--- config.mk ---
export PLATFORM = sky130hd
export DESIGN_NAME = core_task_receiver
export DESIGN_NICKNAME = d
export VERILOG_FILES = /design/src/rtl/core_task_receiver.sv
export SDC_FILE = /design/constraint.sdc
export NUM_CORES = 1
export LEC_CHECK = 0
export ABC_AREA = 1
export BUFFER_PORTS_ARGS = -buffer_cell sky130_fd_sc_hd__buf_2
export CORE_ASPECT_RATIO = 1.1
export CORE_MARGIN = 4
export CORE_UTILIZATION = 55
export CTS_CLUSTER_DIAMETER = 100
export DETAILED_ROUTE_END_ITERATION = 8
export PLACE_DENSITY = 0.75
export SLEW_MARGIN = 10
export SYNTH_ARGS = -nofsm -noshare
export SYNTH_HDL_FRONTEND = slang
export SYNTH_SLANG_ARGS = --single-unit
--- constraint.sdc ---
create_clock -name clk -period 20.1 [get_ports clk]
set_clock_uncertainty 0.2 [all_clocks]
set_input_delay 3.015 -clock clk [delete_from_list [all_inputs] [get_ports clk]]
set_output_delay 3.015 -clock clk [all_outputs]
set_load 0.05 [all_outputs]
--- src/rtl/core_task_receiver.sv ---
// Core-side task dispatch endpoint: captures the scheduler control cycle and instruction
// frames into a local buffer, launches execution and reports Ready when the core is idle.
module core_task_receiver #(
  parameter int CORES_COUNT = 16,
  parameter int CORE_ID     = 0,
  parameter int INSN_COUNT  = 16,
  parameter int INSN_SIZE   = 16,
  parameter int REG_SIZE    = 8,
  parameter int FRAME_DEPTH = 4,
  parameter int ADDR_W      = 6
) (
  input  logic                            clk,
  input  logic                            rst,
  input  logic [CORES_COUNT-1:0]          Start,
  input  logic [CORES_COUNT-1:0]          Init_R0_Vect,
  input  logic [CORES_COUNT*REG_SIZE-1:0] Init_R0,
  input  logic                            Frame_Valid,
  input  logic                            Frame_Last,
  input  logic [INSN_COUNT*INSN_SIZE-1:0] Insn_Data,
  output logic                            Ready,
  output logic                            Exec_Start,
  input  logic                            Exec_Done,
  input  logic [ADDR_W-1:0]               Fetch_Addr,
  output logic [INSN_SIZE-1:0]            Fetch_Insn,
  output logic [ADDR_W:0]                 Insn_Count,
  output logic                            R0_Load,
  output logic [REG_SIZE-1:0]             R0_Value,
  output logic                            Overflow
);

  localparam int FP_W = (FRAME_DEPTH > 1) ? $clog2(FRAME_DEPTH) : 1;
  localparam int WI_W = (INSN_COUNT > 1) ? $clog2(INSN_COUNT) : 1;
  localparam int WP_W = $clog2(FRAME_DEPTH + 1);
  localparam logic [ADDR_W:0] COUNT_MAX  = (ADDR_W+1)'(FRAME_DEPTH * INSN_COUNT);
  localparam logic [ADDR_W:0] COUNT_STEP = (ADDR_W+1)'(INSN_COUNT);
  localparam logic [WP_W-1:0] WP_FULL    = WP_W'(FRAME_DEPTH);

  typedef enum logic [1:0] {IDLE, LOAD, RUN, DONE} state_t;

  state_t                state_q;
  logic [WP_W-1:0]       wr_ptr_q;
  logic                  ready_q;
  logic                  exec_start_q;
  logic                  r0_load_q;
  logic                  overflow_q;
  logic [REG_SIZE-1:0]   r0_value_q;
  logic [ADDR_W:0]       insn_count_q;
  logic [INSN_SIZE-1:0]  fetch_insn_q;
  logic [INSN_SIZE-1:0]  insn_mem_q [FRAME_DEPTH][INSN_COUNT];

  logic                  sel_me;
  logic                  init_me;
  logic [REG_SIZE-1:0]   r0_slice;
  logic                  buf_full;
  logic                  frame_wr;
  logic [FP_W-1:0]       rd_frame;
  logic [WI_W-1:0]       rd_word;

  function automatic logic [ADDR_W:0] sat_count(input logic [ADDR_W:0] cnt);
    logic [ADDR_W+1:0] sum;
    sum = {1'b0, cnt} + {1'b0, COUNT_STEP};
    return (sum > {1'b0, COUNT_MAX}) ? COUNT_MAX : sum[ADDR_W:0];
  endfunction

  assign sel_me   = Start[CORE_ID];
  assign init_me  = Init_R0_Vect[CORE_ID];
  assign r0_slice = Init_R0[CORE_ID*REG_SIZE +: REG_SIZE];
  assign buf_full = (wr_ptr_q == WP_FULL);
  // A frame landing in the same cycle as rst is discarded along with the task.
  assign frame_wr = (state_q == LOAD) && Frame_Valid && !buf_full && !rst;
  assign rd_frame = Fetch_Addr[WI_W +: FP_W];
  assign rd_word  = Fetch_Addr[WI_W-1:0];

  always_ff @(posedge clk) begin
    if (rst) begin
      state_q      <= IDLE;
      wr_ptr_q     <= '0;
      ready_q      <= 1'b0;
      exec_start_q <= 1'b0;
      r0_load_q    <= 1'b0;
      r0_value_q   <= '0;
      insn_count_q <= '0;
      overflow_q   <= 1'b0;
    end else begin
      exec_start_q <= 1'b0;
      r0_load_q    <= 1'b0;
      case (state_q)
        IDLE: begin
          if (sel_me) begin
            state_q      <= LOAD;
            ready_q      <= 1'b0;
            wr_ptr_q     <= '0;
            insn_count_q <= '0;
            if (init_me) begin
              r0_value_q <= r0_slice;
              r0_load_q  <= 1'b1;
            end
          end else begin
            ready_q <= 1'b1;
          end
        end
        LOAD: begin
          ready_q <= 1'b0;
          if (Frame_Valid) begin
            if (buf_full) begin
              overflow_q <= 1'b1;
            end else begin
              wr_ptr_q     <= wr_ptr_q + 1'b1;
              insn_count_q <= sat_count(insn_count_q);
            end
            if (Frame_Last) begin
              state_q      <= RUN;
              exec_start_q <= 1'b1;
            end
          end
        end
        RUN: begin
          ready_q <= 1'b0;
          if (Exec_Done) state_q <= DONE;
        end
        // One forced not-ready cycle so the scheduler always sees the task complete.
        DONE: begin
          state_q <= IDLE;
          ready_q <= 1'b1;
        end
        default: state_q <= IDLE;
      endcase
    end
  end

  always_ff @(posedge clk) begin
    if (frame_wr) begin
      for (int k = 0; k < INSN_COUNT; k++) begin
        insn_mem_q[wr_ptr_q[FP_W-1:0]][k] <= Insn_Data[k*INSN_SIZE +: INSN_SIZE];
      end
    end
  end

  always_ff @(posedge clk) begin
    if (rst) fetch_insn_q <= '0;
    else     fetch_insn_q <= insn_mem_q[rd_frame][rd_word];
  end

  assign Ready      = ready_q;
  assign Exec_Start = exec_start_q;
  assign R0_Load    = r0_load_q;
  assign R0_Value   = r0_value_q;
  assign Insn_Count = insn_count_q;
  assign Fetch_Insn = fetch_insn_q;
  assign Overflow   = overflow_q;

endmodule

Yosys cells after proc, flatten, opt, wreduce, memory -nomap -nowiden:

Memory sizes are Yosys's and may differ from the RTL's.
Index checks and enable logic that the tools add are counted.

* output and inout port bits: 35
* bits in registers: 40
* memory bits (writable): 1024
* word-level logic and storage cells: 65
* memories kept: 1

Memory list
* insn_mem_q: words 4, width 256, rd ports 1, clocked after memory_dff 0, wr ports 1, RTL line 49 `logic [INSN_SIZE-1:0] insn_mem_q [FRAME_DEPTH][INSN_COUNT];`

* reductions and logical operators: 14
* $add $sub $neg: 2
* equality and inequality tests: 9
* bitwise gates (word level): 5
* magnitude comparators: 2
* multiplexer cells: 23

Operator list (count)
* $bmux W16 S4: 1
* $mux W16: 2
* $mux W7: 4
* $pmux W7 S2: 1
* $ne A2 B2 Y1 const B: 5
* $mux W3: 3
* $add A7 B5 Y8 const B: 1
* $gt A8 B7 Y1 const B: 1
* $mux W2: 4
* $pmux W2 S4: 1
* $reduce_and A4 Y1: 2
* $pmux W3 S2: 1
* $reduce_and A3 Y1: 2
* $reduce_or A3 Y1: 2
* $ge A5 B5 Y1 const B: 1
* $mux W1: 5
* $not A4 Y5: 1
* $eq A2 B2 Y1 const B: 2
* $not A1 Y1: 4
* $add A3 B1 Y3 const B: 1
* $eq A3 B3 Y1 const B: 1
* $logic_and A1 B1 Y1: 3
* $pmux W1 S3: 1
* $eq A2 B1 Y1 const B: 1
* 4 further kinds: 5

Depth between registers and ports, before layout:

* depth after elaboration: 6
* gate-level depth with buffers: 12
* mapped depth without buffers: 10

Worst setup path after synthesis:

OpenSTA, ideal clock, no wires.

* path kind: input to register
* start: input rst
* end: memory insn_mem_q[0][0] (netlist name) (enable)
* library setup time: 0.877 ns
* setup slack: 4.998 ns
* stages on the path: 4
* data arrival time: 14.025 ns
* path through: clkbuf_1 -> nor2_1 -> nand2_1 -> nor2_1

* word-level cells in the longest chain between the ends: 4

RTL lines
* start: declaration: RTL line 13 `input logic rst,`
* $logic_not A1 Y1: RTL line 70 `assign frame_wr = (state_q == LOAD) && Frame_Valid && !buf_full && !rst;`
* $logic_and A1 B1 Y1: RTL line 70
* $mux W1: RTL line 132 `if (frame_wr) begin`
* $mux W1 (implied by the code): RTL line 134 `insn_mem_q[wr_ptr_q[FP_W-1:0]][k] <= Insn_Data[k*INSN_SIZE +: INSN_SIZE];`
* end: declaration: RTL line 49

Every way passes these cells.

Worst setup path after layout:

* start: input rst
* end: memory insn_mem_q[1][163] (netlist name) (enable)

The elaborated chain is that of the path after synthesis.

==> results.sh <==
export IMPL_synth_largest_area_cell="sky130_fd_sc_hd__edfxtp_1"
export IMPL_drt_first_pass_iters=5
export IMPL_synth_cell_area_sq_um=42590
export IMPL_synth_sequential_area_ratio=0.7389
export IMPL_numCtsBuffers=101
export IMPL_post_cts_resize_count=0
export IMPL_grt_first_pass_wirelength_microns=157100
export IMPL_die_w_microns=273.3
export IMPL_pin_count_of_the_biggest_net_entering_global_routing=250
export IMPL_vias_per_cell=5.686
export IMPL_tritoncts_num_sinks=1060
export IMPL_tritoncts="built"
export IMPL_floorplan_die_height_microns=299.9
export IMPL_whs_ns=0.2425
export IMPL_worst_path_largest_cell_delay_ns=0.99
export IMPL_antenna_found_initial=62
export IMPL_cts_root_buf="sky130_fd_sc_hd__clkbuf_16"
export IMPL_critical_path_cell_chain="buf_2 > nor2_1 > nand2_1 > nor2_4 > buf_4 > buf_4 > buf_4"
export IMPL_gp_congestion=0.7525
export IMPL_synth_top_cells_by_area="sky130_fd_sc_hd__edfxtp_1, sky130_fd_sc_hd__nand2_1, sky130_fd_sc_hd__nand3_1"
export IMPL_worstHoldStart="R0_Value[1]$_SDFFE_PP0P_"
export IMPL_grtUsageTotal=0.2526
export IMPL_most_common_cell_after_layout_fill_and_taps_aside="sky130_fd_sc_hd__nand2_1"
export IMPL_pre_cts_ws_ns=12.11
export IMPL_layoutNonFillerInstCount=4917
export IMPL_grtUsageMet3=0.06113
export IMPL_slew_headroom=0.2290
export IMPL_synth_seq_cells=1060
export IMPL_vdd_drop_max_v=0.00009014
export IMPL_detail_route_antenna_nets=0
export IMPL_cp_start_kind="input pin"
export IMPL_outcome="finished clean"
export IMPL_synth_cells=3554
export IMPL_drt_initial_drc_count=3137
export IMPL_synth_lib_cells_used_distinct=24
export IMPL_maximum_clock_insertion_buffer_count=3
export IMPL_initial_standard_cell_utilization_of_the_core=0.5576
export IMPL_synth_avg_cell_area_sq_um=11.98
export IMPL_setup_violations_final=0
export IMPL_die_area_sq_um=81960
export IMPL_timing_critical_path_buf_inv=4
export IMPL_syn_to_final_growth_pct=12.23
export IMPL_grt_overflow_total=0
export IMPL_htree_depth=3
export IMPL_power_per_cell_area_nw_per_um2=99.81
export IMPL_timing_setup_tns_ns=0
export IMPL_mostFrequentLayoutCells="sky130_fd_sc_hd__nand2_1, sky130_fd_sc_hd__edfxtp_1, sky130_fd_sc_hd__nand3_1"
export IMPL_detailed_place_area_sq_um=44440
export IMPL_globalRouteMet1Util=0.3370
export IMPL_grt_pass1_vias=26160
export IMPL_drive_above_1_share=0.1295
export IMPL_final_max_slew_viol_count=0
export IMPL_synth_top_area_share=0.7219
export IMPL_synth_edf_count=1024
export IMPL_nNetsFinal=4211
export IMPL_criticalPathCategory="in -> reg"
export IMPL_routedWlPerCell_microns=21.66
export IMPL_critical_path_startpoint="rst"
export IMPL_core_area_sq_um=76390
export IMPL_critical_path_slowest_cell="sky130_fd_sc_hd__buf_4"
export IMPL_fp_row_count=106
export IMPL_setup_slack_ns=12.83
export IMPL_met2_usage=0.4071
export IMPL_layout_worst_path_cycle_share=0.3615
export IMPL_critPathTopFamily="buffers and inverters"
export IMPL_hold_viol=0
export IMPL_clk_pin_slew_worst_paths_ns=0.06
export IMPL_fmax_ghz=0.1376
export IMPL_design_power_total_mw=4.771
export IMPL_global_route_peak_usage_layer="met2"
export IMPL_crit_path_frequent_cell="sky130_fd_sc_hd__buf_4"
export IMPL_routed_via_count=27960
export IMPL_clock_latency_reported_for_the_late_side_of_the_worst_skew_pair_ns=0.67
export IMPL_rsz_0062_raised_after_global_routing="no"
export IMPL_drcViolationCount=0
export IMPL_hp_class="reg -> reg"
export IMPL_ys_async_sr_fraction=0
export IMPL_most_common_flop_cell_mapped_by_yosys="sky130_fd_sc_hd__edfxtp_1"
export IMPL_io_pins=462
export IMPL_p_leak_nw=17.70
export IMPL_final_min_clock_period_ns=7.266
export IMPL_critical_path_peak_fanout=69
export IMPL_max_cap_violations=0
export IMPL_tightest_slew_ns=1.157
export IMPL_critical_path_endpoint_type="flip-flop"
export IMPL_setup_fix_buffers_added_after_clock_tree_synthesis=0
export IMPL_routed_wl_microns=106500
export IMPL_placedCellCount=4696
export IMPL_placement_io_buffers=307
export IMPL_cp_arrival_ns=7.33
export IMPL_post_cts_hold_buffer_count=0
export IMPL_hpwl_microns=60730
export IMPL_worstReg2RegStart="state_q[1]$_SDFFE_PP0P_"
export IMPL_yosys_warnings=0
export IMPL_worst_endpoint_required_ns=20.16
export IMPL_fraction_of_the_core_area_covered_by_cells_at_the_end_of_the_flow=0.6258
export IMPL_final_design_area_no_fill_sq_um=47800
==> final timing paths <==
kind | to | slack [ns] | cells after the start
worst min register to register | R0_Value[1]$_SDFFE_PP0P_ | 0.24 | 2
worst max-delay path | insn_mem_q[1][163]$_DFFE_PP_ | 12.83 | 7
worst min-delay path | R0_Value[1]$_SDFFE_PP0P_ | 0.24 | 2
worst max register to register | insn_mem_q[1][163]$_DFFE_PP_ | 14.85 | 9
==> cells by family after synthesis <==
logic type,share of synthesized area
AND/OR/NAND/NOR,0.2168
flip-flops,0.7389
buffers and inverters,0.03443
AO/OA/AOI/OAI,0.006375
adder cells (fa/ha/maj),0.003231
XOR/XNOR,0.0002057
other,0.00008804
==> flip-flops by register name (all words and copies together), names as in the netlist <==
signal and count:
wr_ptr_q 3, state_q 2, Fetch_Insn 16, Insn_Count 3, insn_mem_q 1024, Ready 1, R0_Value 8, Overflow 1
Exec_Start 1, R0_Load 1
==> synth_stat cells (all sizes together) (10+ instances only) <==
cell type and n:
nor2 10, nand3 868, inv 28, ha 11, edfxtp 1024, clkbuf 40, buf 190, dfxtp 36
nand2 1291, o21ai 13, a21oi 35
==> worst register-to-register path, stage by stage (launching register included) <==
cell and delay [ns]:
sky130_fd_sc_hd__dfxtp_1 0.32, sky130_fd_sc_hd__inv_1 0.11, sky130_fd_sc_hd__ha_1 0.23, sky130_fd_sc_hd__nand2_1 0.09, sky130_fd_sc_hd__nor2_1 0.14, sky130_fd_sc_hd__nand2_1 0.26, sky130_fd_sc_hd__nor2_4 0.78, sky130_fd_sc_hd__buf_4 0.99
sky130_fd_sc_hd__buf_4 0.85, sky130_fd_sc_hd__buf_4 0.84
==> routing by layer <==
layer	vias to the layer above	part of all wire
met3	221	0.095
li1	12980	-
met1	13480	0.38
met5	-	0.0023
met2	1243	0.48
met4	42	0.033
==> where the power goes <==
part,switching (mW),internal [mW],total [mW]
Combinational,0.283,0.0991,0.382
Sequential,0.0183,2.50,2.52
Clock,0.794,1.08,1.87
==> layout make-up <==
cell class              count  area [sq um]
flip-flops and latches   1060         31470
fillers                  5691         28590
multi-input cells        2238          9698
clock buffers             116          2626
repair buffers            343          1854
well taps                1026          1284
clock inverters            68         643.1
inverters                  29         135.1
diodes                     37         92.59
No activity file was read; power rests on OpenSTA's default activity.
